**config.mk**
```make
export PLATFORM = sky130hd
export DESIGN_NAME = controller_part4_flat
export DESIGN_NICKNAME = d
export VERILOG_FILES = /design/src/rtl/controller_part4_pkg.sv /design/src/rtl/controller_part4_if.sv /design/src/rtl/controller_part4.sv /design/src/flat_wrapper.sv
export SDC_FILE = /design/constraint.sdc
export NUM_CORES = 1
export LEC_CHECK = 0
export CAP_MARGIN = 10
export CORE_UTILIZATION = 30
export DETAILED_ROUTE_END_ITERATION = 16
export PLACE_DENSITY = 0.63
export SYNTH_ARGS = -nofsm -noshare
export SYNTH_HDL_FRONTEND = slang
export SYNTH_SLANG_ARGS = --single-unit
```
**constraint.sdc**
```tcl
create_clock -name clk -period 1.49 [get_ports clk]
set_clock_uncertainty 0.15 [all_clocks]
set_input_delay 0.447 -clock clk [delete_from_list [all_inputs] [get_ports clk]]
set_output_delay 0.447 -clock clk [all_outputs]
set_load 0.05 [all_outputs]
```
**src/rtl/controller_part4_pkg.sv**
```systemverilog
// Shared types and constants for the part4 matrix-vector controller.
package part4_pkg;
  localparam int unsigned N       = 8;
  localparam int unsigned DATA_W  = 14;
  localparam int unsigned ACC_W   = 28;
  localparam int unsigned LAT     = 3;
  localparam int unsigned ROW_W   = 3;
  localparam int unsigned WADDR_W = 6;

  typedef enum logic [1:0] {
    IDLE    = 2'd0,
    LOAD_X  = 2'd1,
    LOAD_W  = 2'd2,
    COMPUTE = 2'd3
  } state_e;
endpackage

```
**src/rtl/controller_part4_if.sv**
```systemverilog
// Control bus between the part4 controller (master) and its datapath/environment (slave).
interface controller_part4_if;
  import part4_pkg::*;

  logic               start;
  logic               in_valid;
  logic               in_ready;
  logic [ROW_W-1:0]   addr_x;
  logic               wr_en_x;
  logic [WADDR_W-1:0] addr_w;
  logic               wr_en_w;
  logic               clear_acc;
  logic               en_acc;
  logic               en_pipe;
  logic               out_valid;
  logic               out_ready;
  logic [ROW_W-1:0]   out_row;
  logic               busy;
  logic               done;

  modport master (
    input  start, in_valid, out_ready,
    output in_ready, addr_x, wr_en_x, addr_w, wr_en_w,
           clear_acc, en_acc, en_pipe, out_valid, out_row, busy, done
  );

  modport slave (
    output start, in_valid, out_ready,
    input  in_ready, addr_x, wr_en_x, addr_w, wr_en_w,
           clear_acc, en_acc, en_pipe, out_valid, out_row, busy, done
  );
endinterface

```
**src/rtl/controller_part4.sv**
```systemverilog
// Sequences x/W loading and an 8-row, 3-stage multiply/add/accumulate pass with
// output backpressure; the datapath itself lives outside this block.
module controller_part4 #(
  parameter int unsigned N      = 8,
  parameter int unsigned DATA_W = 14
) (
  input logic                 clk,
  input logic                 rst,
  controller_part4_if.master  bus
);
  import part4_pkg::*;

  if (N != 8 || 2 * DATA_W > ACC_W) begin : g_bad_params
    $error("controller_part4: only N=8 with 2*DATA_W <= ACC_W is supported");
  end

  localparam logic [ROW_W-1:0]   LAST_ROW = ROW_W'(N - 1);
  localparam logic [WADDR_W-1:0] LAST_W   = WADDR_W'(N * N - 1);

  state_e             state_q, state_d;
  logic [ROW_W-1:0]   x_cnt_q, x_cnt_d;
  logic [WADDR_W-1:0] w_cnt_q, w_cnt_d;
  logic [ROW_W-1:0]   issue_row_q, issue_row_d;
  logic               issue_done_q, issue_done_d;
  logic [ROW_W-1:0]   out_row_q, out_row_d;
  logic               s1_q, s1_d, s2_q, s2_d;
  logic               out_valid_q, out_valid_d;
  logic               adv, issue;

  always_ff @(posedge clk) begin
    if (rst) begin
      state_q      <= IDLE;
      x_cnt_q      <= '0;
      w_cnt_q      <= '0;
      issue_row_q  <= '0;
      issue_done_q <= 1'b0;
      out_row_q    <= '0;
      s1_q         <= 1'b0;
      s2_q         <= 1'b0;
      out_valid_q  <= 1'b0;
    end else begin
      state_q      <= state_d;
      x_cnt_q      <= x_cnt_d;
      w_cnt_q      <= w_cnt_d;
      issue_row_q  <= issue_row_d;
      issue_done_q <= issue_done_d;
      out_row_q    <= out_row_d;
      s1_q         <= s1_d;
      s2_q         <= s2_d;
      out_valid_q  <= out_valid_d;
    end
  end

  always_comb begin
    state_d      = state_q;
    x_cnt_d      = x_cnt_q;
    w_cnt_d      = w_cnt_q;
    issue_row_d  = issue_row_q;
    issue_done_d = issue_done_q;
    out_row_d    = out_row_q;
    s1_d         = s1_q;
    s2_d         = s2_q;
    out_valid_d  = out_valid_q;
    adv          = 1'b0;
    issue        = 1'b0;

    bus.in_ready  = 1'b0;
    bus.addr_x    = '0;
    bus.wr_en_x   = 1'b0;
    bus.addr_w    = '0;
    bus.wr_en_w   = 1'b0;
    bus.clear_acc = 1'b0;
    bus.en_acc    = 1'b0;
    bus.en_pipe   = 1'b0;
    bus.done      = 1'b0;

    unique case (state_q)
      IDLE: begin
        bus.clear_acc = 1'b1;
        x_cnt_d       = '0;
        w_cnt_d       = '0;
        issue_row_d   = '0;
        issue_done_d  = 1'b0;
        out_row_d     = '0;
        s1_d          = 1'b0;
        s2_d          = 1'b0;
        out_valid_d   = 1'b0;
        if (bus.start) state_d = LOAD_X;
      end
      LOAD_X: begin
        bus.in_ready = 1'b1;
        bus.addr_x   = x_cnt_q;
        if (bus.in_valid) begin
          bus.wr_en_x = 1'b1;
          x_cnt_d     = x_cnt_q + 1'b1;
          if (x_cnt_q == LAST_ROW) state_d = LOAD_W;
        end
      end
      LOAD_W: begin
        bus.in_ready = 1'b1;
        bus.addr_w   = w_cnt_q;
        if (bus.in_valid) begin
          bus.wr_en_w = 1'b1;
          w_cnt_d     = w_cnt_q + 1'b1;
          if (w_cnt_q == LAST_W) state_d = COMPUTE;
        end
      end
      COMPUTE: begin
        // Every pipeline register, including the datapath's, moves only on adv.
        adv         = !out_valid_q || bus.out_ready;
        bus.en_pipe = adv;
        bus.addr_w  = {issue_row_q, 3'b000};
        if (adv) begin
          issue      = !issue_done_q;
          s1_d       = issue;
          s2_d       = s1_q;
          bus.en_acc = s2_q;
          if (issue) begin
            issue_row_d = issue_row_q + 1'b1;
            if (issue_row_q == LAST_ROW) issue_done_d = 1'b1;
          end
        end
        if (bus.en_acc) out_valid_d = 1'b1;
        else if (bus.out_ready) out_valid_d = 1'b0;
        if (out_valid_q && bus.out_ready) begin
          out_row_d = out_row_q + 1'b1;
          if (out_row_q == LAST_ROW) begin
            bus.done = 1'b1;
            state_d  = IDLE;
          end
        end
      end
      default: state_d = IDLE;
    endcase
  end

  assign bus.out_valid = out_valid_q;
  assign bus.out_row   = out_row_q;
  assign bus.busy      = (state_q != IDLE);

endmodule
```
**src/flat_wrapper.sv**
```systemverilog
// flat-port wrapper written by rule: the top's interface ports become plain ports
module controller_part4_flat import part4_pkg::*;
#(
  parameter int unsigned N      = 8,
  parameter int unsigned DATA_W = 14
)
  (clk, rst, bus_start, bus_in_valid, bus_out_ready, bus_in_ready, bus_addr_x, bus_wr_en_x, bus_addr_w, bus_wr_en_w, bus_clear_acc, bus_en_acc, bus_en_pipe, bus_out_valid, bus_out_row, bus_busy, bus_done);
  controller_part4_if bus_i ();
  input logic clk;
  input logic rst;
  input wire logic [$bits(bus_i.start)-1:0] bus_start;
  input wire logic [$bits(bus_i.in_valid)-1:0] bus_in_valid;
  input wire logic [$bits(bus_i.out_ready)-1:0] bus_out_ready;
  output wire logic [$bits(bus_i.in_ready)-1:0] bus_in_ready;
  output wire logic [$bits(bus_i.addr_x)-1:0] bus_addr_x;
  output wire logic [$bits(bus_i.wr_en_x)-1:0] bus_wr_en_x;
  output wire logic [$bits(bus_i.addr_w)-1:0] bus_addr_w;
  output wire logic [$bits(bus_i.wr_en_w)-1:0] bus_wr_en_w;
  output wire logic [$bits(bus_i.clear_acc)-1:0] bus_clear_acc;
  output wire logic [$bits(bus_i.en_acc)-1:0] bus_en_acc;
  output wire logic [$bits(bus_i.en_pipe)-1:0] bus_en_pipe;
  output wire logic [$bits(bus_i.out_valid)-1:0] bus_out_valid;
  output wire logic [$bits(bus_i.out_row)-1:0] bus_out_row;
  output wire logic [$bits(bus_i.busy)-1:0] bus_busy;
  output wire logic [$bits(bus_i.done)-1:0] bus_done;
  assign bus_i.start = bus_start;
  assign bus_i.in_valid = bus_in_valid;
  assign bus_i.out_ready = bus_out_ready;
  assign bus_in_ready = bus_i.in_ready;
  assign bus_addr_x = bus_i.addr_x;
  assign bus_wr_en_x = bus_i.wr_en_x;
  assign bus_addr_w = bus_i.addr_w;
  assign bus_wr_en_w = bus_i.wr_en_w;
  assign bus_clear_acc = bus_i.clear_acc;
  assign bus_en_acc = bus_i.en_acc;
  assign bus_en_pipe = bus_i.en_pipe;
  assign bus_out_valid = bus_i.out_valid;
  assign bus_out_row = bus_i.out_row;
  assign bus_busy = bus_i.busy;
  assign bus_done = bus_i.done;
  controller_part4 #(.N(N), .DATA_W(DATA_W)) u_core (.clk(clk), .rst(rst), .bus(bus_i));
endmodule
```
==> run summary, run 1 <==
Outcome = finished with violations
Failing checks = negative setup slack
Height of the die = 64.65 µm
DRC = 0
N_diodes = 0
Max Root-Sink Buffers = 2
Initial Util = 31.68%
Sequential fraction of the synthesis area = 35.71%
DPL Wire Length = 2610 µm
CP endpoint kind = output pin
Worst hold slack = 310.0 ps
Syn nets = 154
Clock period minus final worst setup slack = 1902 ps
Peak VDD IR = 0.0005280 V
Total gr overflow = 0
Pwr/cell area = 1516 nW/µm²
Slowest cell delay on critical path = 380 ps
Largest net degree at the start of global routing = 12
Dominant cell type by area after synthesis = dfxtp_1
Unrepaired setup endpoints after global routing = true
Register area = 435.4 µm²
Met2 GRT Util = 36.45%
Worst slew pin tran = 336.6 ps
Relative slew slack = 77.32%
Final slew viol count = 0
Layout cells sized above 1 = 63.64%
Crit-path max FO = 4
Leakage = 0.9695 nW
Die W = 64.65 µm
CTS tree = done
Via count = 1271
Number of fill cells = 296
WP buf/inv = 2
Layout Utilization = 66.03%
Detailed router's first-iteration violation count = 36
Final setup vio count = 34
CP top delay family = flip-flops
GRT busiest layer = met2
Hold Crit Class = reg2reg
CTS Buf Count = 3
Vias in the first global route = 1306
Crit share post-route = 127.7%
Area of the multi-input gates = 982.2 µm²
DR pass1 iterations = 4
Die area = 4179 µm²
Drt wl/cell = 13.77 µm
GR Layer Usage met1 = 15.65%
Post-Route WL = 3539 µm
Mapped Cells = 138
DRT antenna net count = 0
Netlist Area Pre-Place = 1177 µm²
Synth cell types = 33
GRT met3 Usage = 2.817%
Clk sink count = 21
Min setup slack post-route = -412.3 ps
Syn avg cell area = 8.532 µm²
Kind of critical path = reg2out
Final #Nets = 226
Fmax = 0.5257 GHz
I/O Buffers = 25
Final GP Congestion = 0.8201
Via density per instance = 4.946
Crit-path cells = ha_4, buf_6, a22o_4, buf_12
Max-cap viol count = 0
Top-area cell type share of the netlist area = 35.71%
Register bit total from synthesis = 21
Synth warn = 0
WP data arrival = 1310 ps
Worst skew pair latency = 260 ps
CP Launch Type = flip-flop
Cts hold-fix bufs = 0
Synthesis-to-finish area growth = 108.4%
Core outline area = 3716 µm²
Final hold violation count = 0
Rows = 22
Initial antenna violation count = 0
Slowest-stage cell, CP = dfxtp_4
First-pass GRT wire length = 5492 µm
Total GRT Usage = 16.97%
Clk slew on worst S/H paths = 80 ps
H-tree depth = 1
Root buffer cell = clkbuf_8
Top post-synthesis cells by area = dfxtp_1 36%, ha_1 12%, a21oi_1 5.5%, and2_1 5.3%, nand3_1 4.3%
I/O pin count = 26
Critical Path RT = 890 ps
-- timing repair --
item	CTS	global route
buffers inserted	8	4
setup endpoints to repair	38	42
gates resized for setup	37	37
pin swaps	8	15
-- cell usage after synthesis (all sizes together) --
library cell,count
nor3,2
nand2,9
and2,10
o21ai,8
nand2b,5
a21o,1
nand3,10
and3,2
a21bo,1
or3,2
inv,8
dfxtp,21
a22oi,3
nor3b,1
nand4b,1
clkbuf,3
a22o,3
a211oi,1
ha,11
or4,1
o221ai,1
mux2,1
mux2i,4
a31oi,1
buf,2
a21oi,14
nor4b,1
nand3b,1
nor2,9
xnor2,1
-- registers in the layout, summed over array words and instances, names as in the netlist --
| signal | count |
|---|---|
| u_core.state_q | 2 |
| u_core.bus.out_row | 3 |
| u_core.issue_done_q | 1 |
| u_core.issue_row_q | 3 |
| u_core.x_cnt_q | 3 |
| u_core.w_cnt_q | 6 |
| u_core.bus.out_valid | 1 |
| u_core.s1_q | 1 |
| u_core.s2_q | 1 |
-- path summary, 6_finish.rpt --
check / start / to / slack [ps] / cells after the start
worst max-delay path: u_core.state_q[1]$_SDFFE_PP0P_ / bus_addr_w[4] / -410 / 4
worst min-delay path: u_core.s1_q$_SDFFE_PP0P_ / u_core.s2_q$_SDFFE_PP0P_ / 310 / 2
worst max register to register: u_core.state_q[0]$_SDFFE_PP0P_ / u_core.state_q[1]$_SDFFE_PP0P_ / -220 / 8
worst min register to register: u_core.s1_q$_SDFFE_PP0P_ / u_core.s2_q$_SDFFE_PP0P_ / 310 / 2
-- where the power goes --
part | switching [W] | internal [W]
logic | 0.00125 | 0.00140
registers | 0.0000644 | 0.000618
clock network | 0.000190 | 0.000191
total | 0.00151 | 0.00221
-- placed cells by master (no fill, tap or decap), types with 3 or more instances in the layout --
cell type	n
buf_12	21
and2_4	9
nand2_1	8
buf_6	19
inv_1	3
a21oi_2	8
buf_4	28
nor2_1	8
dfxtp_2	3
nand3_2	3
dfxtp_1	15
nand3_1	7
a22o_4	3
mux2i_1	3
ha_4	4
o21ai_0	5
clkbuf_8	3
ha_1	5
dfxtp_4	3
nand2b_1	3
a21oi_1	5
-- layout make-up --
class	instances	share of cell area (%)
tap	48	2.448
sequential	21	17.75
multi-input combinational	104	40.03
clock buffer	4	1.836
timing repair buffer	72	36.00
inverter	8	1.938
-- cells by family after synthesis --
logic type,Yosys count,synth area share [%]
and+or+nand+nor,54,26.04
AOI/OAI and AO/OA,33,17.22
muxes,5,4.357
xor gates and xnor gates,1,0.7440
DFF,21,35.71
buffers and inverters,13,4.250
adders and majority gates,11,11.69
-- through the flow --
| step | setup WS, ps | std cells | power [W] | cell area, µm² | setup TNS (ps) |
|---|---|---|---|---|---|
| floorplan | -277.5 | 138 | 0.001701 | 1294 | -2220 |
| global route | -443.6 | 257 | 0.003887 | 2454 | -9870 |
| global placement | -528.0 | 241 | 0.002455 | 2037 | -11520 |
| finish | -412.3 | 257 | 0.003719 | 2454 | -8061 |
| CTS | -410.7 | 253 | 0.003334 | 2281 | -8222 |
| detailed placement | -548.6 | 241 | 0.002510 | 2037 | -12660 |
-- metal layers --
layer	up-vias	wire [µm]	share of wire, %
met5	-	0	0
met4	0	27	0.76
met3	2	112	3.2
met2	27	2086	59
met1	614	1312	37
li1	628	-	-
-- tightest hold or removal path: stages, from the launching register on --
cell     delay [ps]
dfxtp_1         310
nand2_1          50
a21oi_1          50
(Power assumes the default switching activity.)
==> run 2, diff against run 1 <==
--- a/config.mk
+++ b/config.mk
@@ -6,8 +6,10 @@
 export NUM_CORES = 1
 export LEC_CHECK = 0
 export CAP_MARGIN = 10
+export CORE_MARGIN = 1
 export CORE_UTILIZATION = 30
 export DETAILED_ROUTE_END_ITERATION = 16
+export HOLD_SLACK_MARGIN = 0.1
 export PLACE_DENSITY = 0.63
 export SYNTH_ARGS = -nofsm -noshare
 export SYNTH_HDL_FRONTEND = slang
==> results of run 2 <==
Final layout, timing and power as in run 1 (identical DEF).
